[src/rtl/ram_map_pkg.sv]
// Shared definitions for the data-RAM input arbiter: mailbox slot map,
// FSM/owner encodings and the pending-slot priority helper.
package ram_map_pkg;

  localparam int unsigned DIR_UP    = 0;
  localparam int unsigned DIR_DOWN  = 1;
  localparam int unsigned DIR_RIGHT = 2;
  localparam int unsigned DIR_LEFT  = 3;
  localparam int unsigned NUM_DIRS  = 4;

  localparam int unsigned MBOX_BASE = 1;

  typedef enum logic [1:0] {
    RST_HOLD,
    INIT,
    RUN
  } state_e;

  typedef enum logic {
    OWN_CPU,
    OWN_HW
  } owner_e;

  // Lowest set index wins; returns 0 when nothing is set.
  function automatic logic [1:0] lowest_pending(input logic [NUM_DIRS-1:0] pend);
    logic [1:0] idx;
    idx = 2'd0;
    for (int i = int'(NUM_DIRS) - 1; i >= 0; i--) begin
      if (pend[i]) idx = 2'(i);
    end
    return idx;
  endfunction

endpackage

[src/rtl/ram_input_arbiter_if.sv]
// CPU memory bus plus RAM port bundle; master is the CPU/RAM side,
// slave is the arbiter sitting between them.
interface ram_input_arbiter_if #(
  parameter int unsigned DATA_WIDTH    = 32,
  parameter int unsigned ADDRESS_WIDTH = 12
);

  logic                     cpu_req;
  logic                     cpu_wEn;
  logic [ADDRESS_WIDTH-1:0] cpu_addr;
  logic [DATA_WIDTH-1:0]    cpu_dataIn;
  logic                     cpu_gnt;
  logic                     cpu_rvalid;
  logic [DATA_WIDTH-1:0]    cpu_rdata;

  logic                     ram_wEn;
  logic [ADDRESS_WIDTH-1:0] ram_addr;
  logic [DATA_WIDTH-1:0]    ram_dataIn;
  logic [DATA_WIDTH-1:0]    ram_dataOut;

  modport master (
    output cpu_req, cpu_wEn, cpu_addr, cpu_dataIn, ram_dataOut,
    input  cpu_gnt, cpu_rvalid, cpu_rdata, ram_wEn, ram_addr, ram_dataIn
  );

  modport slave (
    input  cpu_req, cpu_wEn, cpu_addr, cpu_dataIn, ram_dataOut,
    output cpu_gnt, cpu_rvalid, cpu_rdata, ram_wEn, ram_addr, ram_dataIn
  );

endinterface

[src/rtl/btn_sync.sv]
// Multi-bit flop-chain synchronizer for slow asynchronous levels.
// Each bit is independent; no cross-bit coherence is implied.
module btn_sync #(
  parameter int unsigned WIDTH  = 4,
  parameter int unsigned STAGES = 2
) (
  input  logic             i_clk,
  input  logic             i_reset_n,
  input  logic [WIDTH-1:0] i_async,
  output logic [WIDTH-1:0] o_sync
);

  // Fewer than two flops is not a synchronizer; clamp rather than misbehave.
  localparam int unsigned Stages = (STAGES < 2) ? 2 : STAGES;

  logic [WIDTH-1:0] r_chain [Stages];

  always_ff @(posedge i_clk or negedge i_reset_n) begin
    if (!i_reset_n) begin
      for (int s = 0; s < int'(Stages); s++) begin
        r_chain[s] <= '0;
      end
    end else begin
      r_chain[0] <= i_async;
      for (int s = 1; s < int'(Stages); s++) begin
        r_chain[s] <= r_chain[s-1];
      end
    end
  end

  assign o_sync = r_chain[Stages-1];

endmodule

[src/rtl/ram_input_arbiter.sv]
// Single-port data-RAM arbiter: shares the port between the CPU bus and a
// button engine that keeps four mailbox words equal to the button levels.
module ram_input_arbiter
  import ram_map_pkg::*;
#(
  parameter int unsigned DATA_WIDTH    = 32,
  parameter int unsigned ADDRESS_WIDTH = 12,
  parameter int unsigned BASE_ADDR     = MBOX_BASE,
  parameter int unsigned SYNC_STAGES   = 2
) (
  input  logic               i_clk,
  input  logic               i_reset_n,
  input  logic               i_btn_up,
  input  logic               i_btn_down,
  input  logic               i_btn_right,
  input  logic               i_btn_left,
  output logic               o_mbox_busy,
  ram_input_arbiter_if.slave bus
);

  localparam logic [ADDRESS_WIDTH-1:0] MboxBase = ADDRESS_WIDTH'(BASE_ADDR);

  state_e                   r_state, w_state_next;
  logic [1:0]               r_idx, w_idx_next;
  logic [NUM_DIRS-1:0]      r_shadow, w_shadow_next;
  logic [NUM_DIRS-1:0]      r_dirty, w_dirty_next;
  owner_e                   r_last_owner, w_last_owner_next;
  logic                     r_rvalid, w_rvalid_next;

  logic [NUM_DIRS-1:0]      w_btn;
  logic [NUM_DIRS-1:0]      w_sync;
  logic [NUM_DIRS-1:0]      w_pending;
  logic                     w_hw_req;
  logic [1:0]               w_slot;
  logic                     w_cpu_win;
  logic                     w_hw_win;
  logic [ADDRESS_WIDTH-1:0] w_mbox_off;
  logic                     w_mbox_hit;

  assign w_btn[DIR_UP]    = i_btn_up;
  assign w_btn[DIR_DOWN]  = i_btn_down;
  assign w_btn[DIR_RIGHT] = i_btn_right;
  assign w_btn[DIR_LEFT]  = i_btn_left;

  btn_sync #(
    .WIDTH  (NUM_DIRS),
    .STAGES (SYNC_STAGES)
  ) u_btn_sync (
    .i_clk     (i_clk),
    .i_reset_n (i_reset_n),
    .i_async   (w_btn),
    .o_sync    (w_sync)
  );

  // A slot needs a write if the button moved since the last HW write, or the
  // CPU scribbled on it; a pulse that reverts in between clears itself.
  assign w_pending = (w_sync ^ r_shadow) | r_dirty;
  assign w_hw_req  = |w_pending;
  assign w_slot    = lowest_pending(w_pending);

  assign w_mbox_off = bus.cpu_addr - MboxBase;
  assign w_mbox_hit = (w_mbox_off < ADDRESS_WIDTH'(NUM_DIRS));

  always_comb begin
    w_cpu_win = 1'b0;
    w_hw_win  = 1'b0;
    if (r_state == RUN) begin
      unique case ({bus.cpu_req, w_hw_req})
        2'b10: w_cpu_win = 1'b1;
        2'b01: w_hw_win  = 1'b1;
        2'b11: begin
          if (r_last_owner == OWN_HW) w_cpu_win = 1'b1;
          else                        w_hw_win  = 1'b1;
        end
        default: ;
      endcase
    end
  end

  always_comb begin
    w_state_next      = r_state;
    w_idx_next        = r_idx;
    w_shadow_next     = r_shadow;
    w_dirty_next      = r_dirty;
    w_last_owner_next = r_last_owner;
    w_rvalid_next     = 1'b0;
    bus.cpu_gnt       = 1'b0;
    bus.ram_wEn       = 1'b0;
    bus.ram_addr      = '0;
    bus.ram_dataIn    = '0;

    unique case (r_state)
      RST_HOLD: begin
        w_state_next = INIT;
        w_idx_next   = 2'd0;
      end

      INIT: begin
        bus.ram_wEn           = 1'b1;
        bus.ram_addr          = MboxBase + ADDRESS_WIDTH'(r_idx);
        bus.ram_dataIn        = DATA_WIDTH'(w_sync[r_idx]);
        w_shadow_next[r_idx]  = w_sync[r_idx];
        w_dirty_next[r_idx]   = 1'b0;
        w_idx_next            = r_idx + 2'd1;
        if (r_idx == 2'(NUM_DIRS - 1)) w_state_next = RUN;
      end

      RUN: begin
        if (w_cpu_win) begin
          bus.cpu_gnt       = 1'b1;
          bus.ram_wEn       = bus.cpu_wEn;
          bus.ram_addr      = bus.cpu_addr;
          bus.ram_dataIn    = bus.cpu_dataIn;
          w_rvalid_next     = ~bus.cpu_wEn;
          w_last_owner_next = OWN_CPU;
          // CPU may overwrite a mailbox word; HW puts it back on its next turn.
          if (bus.cpu_wEn && w_mbox_hit) w_dirty_next[w_mbox_off[1:0]] = 1'b1;
        end else if (w_hw_win) begin
          bus.ram_wEn           = 1'b1;
          bus.ram_addr          = MboxBase + ADDRESS_WIDTH'(w_slot);
          bus.ram_dataIn        = DATA_WIDTH'(w_sync[w_slot]);
          w_shadow_next[w_slot] = w_sync[w_slot];
          w_dirty_next[w_slot]  = 1'b0;
          w_last_owner_next     = OWN_HW;
        end
      end

      default: w_state_next = RST_HOLD;
    endcase
  end

  always_ff @(posedge i_clk or negedge i_reset_n) begin
    if (!i_reset_n) begin
      r_state      <= RST_HOLD;
      r_idx        <= 2'd0;
      r_shadow     <= '0;
      r_dirty      <= '0;
      r_last_owner <= OWN_HW;
      r_rvalid     <= 1'b0;
    end else begin
      r_state      <= w_state_next;
      r_idx        <= w_idx_next;
      r_shadow     <= w_shadow_next;
      r_dirty      <= w_dirty_next;
      r_last_owner <= w_last_owner_next;
      r_rvalid     <= w_rvalid_next;
    end
  end

  assign bus.cpu_rvalid = r_rvalid;
  assign bus.cpu_rdata  = bus.ram_dataOut;
  assign o_mbox_busy    = (r_state != RUN) || w_hw_req;

endmodule

[src/flat_wrapper.sv]
// flat-port wrapper written by rule: the top's interface ports become plain ports
module ram_input_arbiter_flat import ram_map_pkg::*;
#(
  parameter int unsigned DATA_WIDTH    = 32,
  parameter int unsigned ADDRESS_WIDTH = 12,
  parameter int unsigned BASE_ADDR     = MBOX_BASE,
  parameter int unsigned SYNC_STAGES   = 2
)
  (i_clk, i_reset_n, i_btn_up, i_btn_down, i_btn_right, i_btn_left, o_mbox_busy, bus_cpu_req, bus_cpu_wEn, bus_cpu_addr, bus_cpu_dataIn, bus_ram_dataOut, bus_cpu_gnt, bus_cpu_rvalid, bus_cpu_rdata, bus_ram_wEn, bus_ram_addr, bus_ram_dataIn);
  ram_input_arbiter_if #(.DATA_WIDTH(DATA_WIDTH), .ADDRESS_WIDTH(ADDRESS_WIDTH)) bus_i ();
  input  logic i_clk;
  input  logic i_reset_n;
  input  logic i_btn_up;
  input  logic i_btn_down;
  input  logic i_btn_right;
  input  logic i_btn_left;
  output logic o_mbox_busy;
  input wire logic [$bits(bus_i.cpu_req)-1:0] bus_cpu_req;
  input wire logic [$bits(bus_i.cpu_wEn)-1:0] bus_cpu_wEn;
  input wire logic [$bits(bus_i.cpu_addr)-1:0] bus_cpu_addr;
  input wire logic [$bits(bus_i.cpu_dataIn)-1:0] bus_cpu_dataIn;
  input wire logic [$bits(bus_i.ram_dataOut)-1:0] bus_ram_dataOut;
  output wire logic [$bits(bus_i.cpu_gnt)-1:0] bus_cpu_gnt;
  output wire logic [$bits(bus_i.cpu_rvalid)-1:0] bus_cpu_rvalid;
  output wire logic [$bits(bus_i.cpu_rdata)-1:0] bus_cpu_rdata;
  output wire logic [$bits(bus_i.ram_wEn)-1:0] bus_ram_wEn;
  output wire logic [$bits(bus_i.ram_addr)-1:0] bus_ram_addr;
  output wire logic [$bits(bus_i.ram_dataIn)-1:0] bus_ram_dataIn;
  assign bus_i.cpu_req = bus_cpu_req;
  assign bus_i.cpu_wEn = bus_cpu_wEn;
  assign bus_i.cpu_addr = bus_cpu_addr;
  assign bus_i.cpu_dataIn = bus_cpu_dataIn;
  assign bus_i.ram_dataOut = bus_ram_dataOut;
  assign bus_cpu_gnt = bus_i.cpu_gnt;
  assign bus_cpu_rvalid = bus_i.cpu_rvalid;
  assign bus_cpu_rdata = bus_i.cpu_rdata;
  assign bus_ram_wEn = bus_i.ram_wEn;
  assign bus_ram_addr = bus_i.ram_addr;
  assign bus_ram_dataIn = bus_i.ram_dataIn;
  ram_input_arbiter #(.DATA_WIDTH(DATA_WIDTH), .ADDRESS_WIDTH(ADDRESS_WIDTH), .BASE_ADDR(BASE_ADDR), .SYNC_STAGES(SYNC_STAGES)) u_core (.i_clk(i_clk), .i_reset_n(i_reset_n), .i_btn_up(i_btn_up), .i_btn_down(i_btn_down), .i_btn_right(i_btn_right), .i_btn_left(i_btn_left), .o_mbox_busy(o_mbox_busy), .bus(bus_i));
endmodule
[config.mk]
export PLATFORM = sky130hd
export DESIGN_NAME = ram_input_arbiter_flat
export DESIGN_NICKNAME = d
export VERILOG_FILES = /design/src/rtl/ram_map_pkg.sv /design/src/rtl/ram_input_arbiter_if.sv /design/src/rtl/btn_sync.sv /design/src/rtl/ram_input_arbiter.sv /design/src/flat_wrapper.sv
export SDC_FILE = /design/constraint.sdc
export NUM_CORES = 1
export LEC_CHECK = 0
export BUFFER_PORTS_ARGS = -buffer_cell sky130_fd_sc_hd__buf_2
export CAP_MARGIN = 40
export CORE_MARGIN = 10
export CORE_UTILIZATION = 44
export CTS_BUF_LIST = sky130_fd_sc_hd__clkbuf_4
export DETAILED_ROUTE_END_ITERATION = 6
export PLACE_DENSITY_LB_ADDON = 0.05
export SKIP_CTS_REPAIR_TIMING = 1
export SYNTH_ARGS = -nofsm -noshare
export SYNTH_HDL_FRONTEND = slang
export SYNTH_HIERARCHICAL = 1
export SYNTH_SLANG_ARGS = --single-unit
[constraint.sdc]
create_clock -name i_clk -period 4.3 [get_ports i_clk]
set_input_delay 0.215 -clock i_clk [delete_from_list [all_inputs] [get_ports i_clk]]
set_output_delay 0.215 -clock i_clk [all_outputs]
set_load 0.1 [all_outputs]
==> impl_metrics.py <==
metrics = {
    "final_layout": {
        "drive_above_1_share": 0.383,
        "syn_to_final_growth_pct": 15.9,
        "fillers": 448,
        "final_area_mm2": 0.00239,
        "final_cells": 365,
        "nNetsFinal": 405,
        "n_antenna_cell": 0,
    },
    "placed_design": {
        "dp.cells": 356,
        "place_area_mm2": 0.00231,
        "finalWeightedCongestion": 0.851,
        "portBuffers": 99,
        "dp_hpwl_um": 5430,
    },
    "power": {
        "pwr-share-seq": 0.169,
        "irDropWorstVdd_uv": 452,
        "switching_share": 0.676,
        "combPwrFrac": 0.769,
        "p_switching_mw": 1.16,
        "internal_power_mw": 0.557,
        "clockPowerShare": 0.062,
        "p_total_mw": 1.72,
        "p_per_area_mw_per_mm2": 721,
        "total_leakage_power_nw": 1.35,
    },
    "worst_setup_path": {
        "end_kind": "output port",
        "crit_type": "reg -> out",
        "reg2reg_depth": 4,
        "start_kind": "register",
        "cp_cell_sequence": "xor2_1 > nor4_4 > a41o_1 > buf_4 > a222oi_1 > nor2_1 > buf_2",
        "cp_slowest_cell": "nor4_4",
        "crit_path_max_incr_delay_ns": 0.48,
        "cp.required_ns": 4.09,
        "path_max_fanout": 44,
        "arrival_ns": 2.82,
    },
    "hold_path": {
        "hp-class": "in -> reg",
        "holdPathStages": 2,
    },
    "global_routing": {
        "grt_pass1_vias": 2011,
        "grt.overflow.total": 0,
        "grt_max_degree": 45,
        "grt_use_total": 0.165,
        "antenna_found_initial": 0,
        "grt_pass1_wl_um": 10400,
    },
    "logic_synthesis": {
        "synth_edf_count": 0,
        "synth_top_family_by_area": "simple AND/OR/NAND/NOR gates",
        "yosys.area_share.simple": 0.275,
        "syn-num-nets": 343,
        "postSynthAreaPerCell_um2": 8.17,
        "synthFlopType": "dfrtp_1",
        "muxShareOfSynthArea": 0.0164,
        "synth_compound_area_frac": 0.186,
        "ys_seq_elements": 22,
        "ys_types": 53,
        "synth_xor_area_frac": 0.0213,
        "synthAdderAreaFrac": 0.0426,
        "synthCells": 252,
        "synth-seq-area-share": 0.268,
        "async_flop_share": 1.00,
        "ys_warn_count": 6,
        "netlist_area_mm2": 0.00206,
    },
    "clock_tree": {
        "cts_htree_levels": 1,
        "numCtsBuffers": 3,
        "cts_buffer_depth": 2,
        "cts_tree": "yes",
        "path_clk_slew_ns": 0.13,
        "root_buffer": "clkbuf_4",
        "cts_num_sinks": 22,
        "clock_latency_ns": 0.31,
    },
    "run_status": {
        "run_status": "completed",
    },
    "routing": {
        "routed.top_layer": "met4",
        "drt-total-wl_um": 6770,
        "wire_per_inst_um": 18.5,
        "wl_met2_um": 3600,
        "drc": 0,
        "wl_met3_um": 446,
        "dr.pass1.iters": 5,
        "drt-met1-wl_um": 2650,
        "dr.first_iter.drc_count": 168,
        "viasPerCell": 5.59,
        "ant_nets": 0,
        "vias": 2040,
    },
    "job": {
        "maxCapViolations": 0,
    },
    "floorplanning": {
        "core_area_mm2": 0.00444,
        "io_pins": 164,
        "die_area_mm2": 0.00781,
        "die_w_um": 88.4,
        "die_h_um": 88.4,
        "start_util": 0.463,
        "rows": 24,
    },
    "timing": {
        "finalCriticalPeriod_ns": 3.03,
        "fin_skew_ns": 0.00989,
        "slew_headroom": 0.493,
        "worst_pin_slew_ns": 0.758,
        "hold_viol": 0,
        "rsz0062_at_grt": "no",
        "max_freq_mhz": 330,
        "setup_violations": 0,
        "finalSetupTns_ns": 0,
        "maxSlewViolCount": 0,
        "fin_crit_sh": 0.706,
        "fin_hold_ws_ns": 0.113,
    },
}
==> Yosys cell counts (5+ instances only) <==
| cell | instances | area (um2) |
|---|---|---|
| and3_1 | 39 | 244 |
| buf_4 | 36 | 270 |
| dfrtp_1 | 21 | 526 |
| nor2_1 | 16 | 60.1 |
| inv_1 | 15 | 56.3 |
| a21oi_1 | 13 | 65.1 |
| nand2_1 | 13 | 48.8 |
| o21ai_0 | 11 | 55.1 |
| clkbuf_1 | 10 | 37.5 |
| ha_1 | 7 | 87.6 |
| nand3_1 | 5 | 25.0 |
==> area by class of cell <==
class / instances / area (um2) / area share
clock buffer: 4 / 30.0 / 0.0126
inverter: 15 / 56.3 / 0.0236
multi-input combinational: 165 / 1110 / 0.467
sequential: 22 / 552 / 0.231
tap: 52 / 65.1 / 0.0273
timing repair buffer: 107 / 568 / 0.238
==> cells by family after synthesis <==
group                      after synthesis
buffers and inverters                   65
adders and majority gates                7
DFF                                     22
xor gates and xnor gates                 5
muxes                                    2
and+or+nand+nor                         95
AOI/OAI and AO/OA                       56
==> critical path, delay by kind of cell (launching register included) <==
kind / cells / cell delay [ns]
buf+inv: 2 / 0.77
simple gates: 2 / 0.60
flops: 1 / 0.46
compound gates: 2 / 0.43
xor+xnor: 1 / 0.23
==> worst paths after layout <==
| path | startpoint | end | slack, ns |
|---|---|---|---|
| setup reg to reg | u_core/u_btn_sync/o_sync[3] | u_core/r_dirty[3] | 1.99 |
| hold reg to reg | u_core/u_btn_sync/r_chain[6] | u_core/u_btn_sync/o_sync[2] | 0.36 |
| min in group asynchronous | i_reset_n | u_core/r_dirty[2] | 0.39 |
| setup / recovery | u_core/u_btn_sync/o_sync[0] | bus_ram_addr[2] | 1.27 |
| max in group asynchronous | i_reset_n | u_core/r_last_owner | 3.54 |
| hold / removal | bus_cpu_wEn | u_core/bus.cpu_rvalid | 0.11 |
==> registers in the layout, summed over array words and instances, names as in the netlist <==
signal / cells
u_core/r_state: 2
u_core/u_btn_sync/r_chain: 4
u_core/u_btn_sync/o_sync: 4
u_core/bus.cpu_rvalid: 1
u_core/r_shadow: 4
u_core/r_last_owner: 1
u_core/r_idx: 2
u_core/r_dirty: 4
==> routing by layer <==
metal,track usage,up-vias
met5,0,-
met4,0.0352,0
met3,0.0404,8
met2,0.287,88
met1,0.201,959
li1,-,985
==> cell usage in the layout, fill, tap and decap left out, types with 4 or more instances in the layout <==
| master | n |
|---|---|
| o21ai_0 | 11 |
| inv_1 | 15 |
| ha_1 | 7 |
| buf_2 | 99 |
| and3_1 | 39 |
| clkbuf_4 | 4 |
| dfrtp_1 | 21 |
| nand3_1 | 5 |
| nor2_1 | 16 |
| dlygate4sd3_1 | 5 |
| nand2_1 | 13 |
| a21oi_1 | 13 |
==> metrics by stage <==
| stage | setup slack, ns | util |
|---|---|---|
| floorplan | 0.588 | - |
| global placement | 1.71 | 0.519 |
| detailed placement | 1.66 | 0.519 |
| CTS | 1.28 | 0.526 |
| global route | 1.01 | 0.537 |
| finish | 1.27 | 0.537 |
==> power groups by stage <==
stage	clock network [mW]	logic (mW)	registers [mW]
4_1_cts	0.110	1.32	0.289
2_1_floorplan	0	1.25	0.288
3_5_place_dp	0	1.31	0.293
5_1_grt	0.119	1.39	0.297
3_3_place_gp	0	1.32	0.293
6_report	0.106	1.32	0.290
Note: power is estimated with default switching activity, not from simulation.
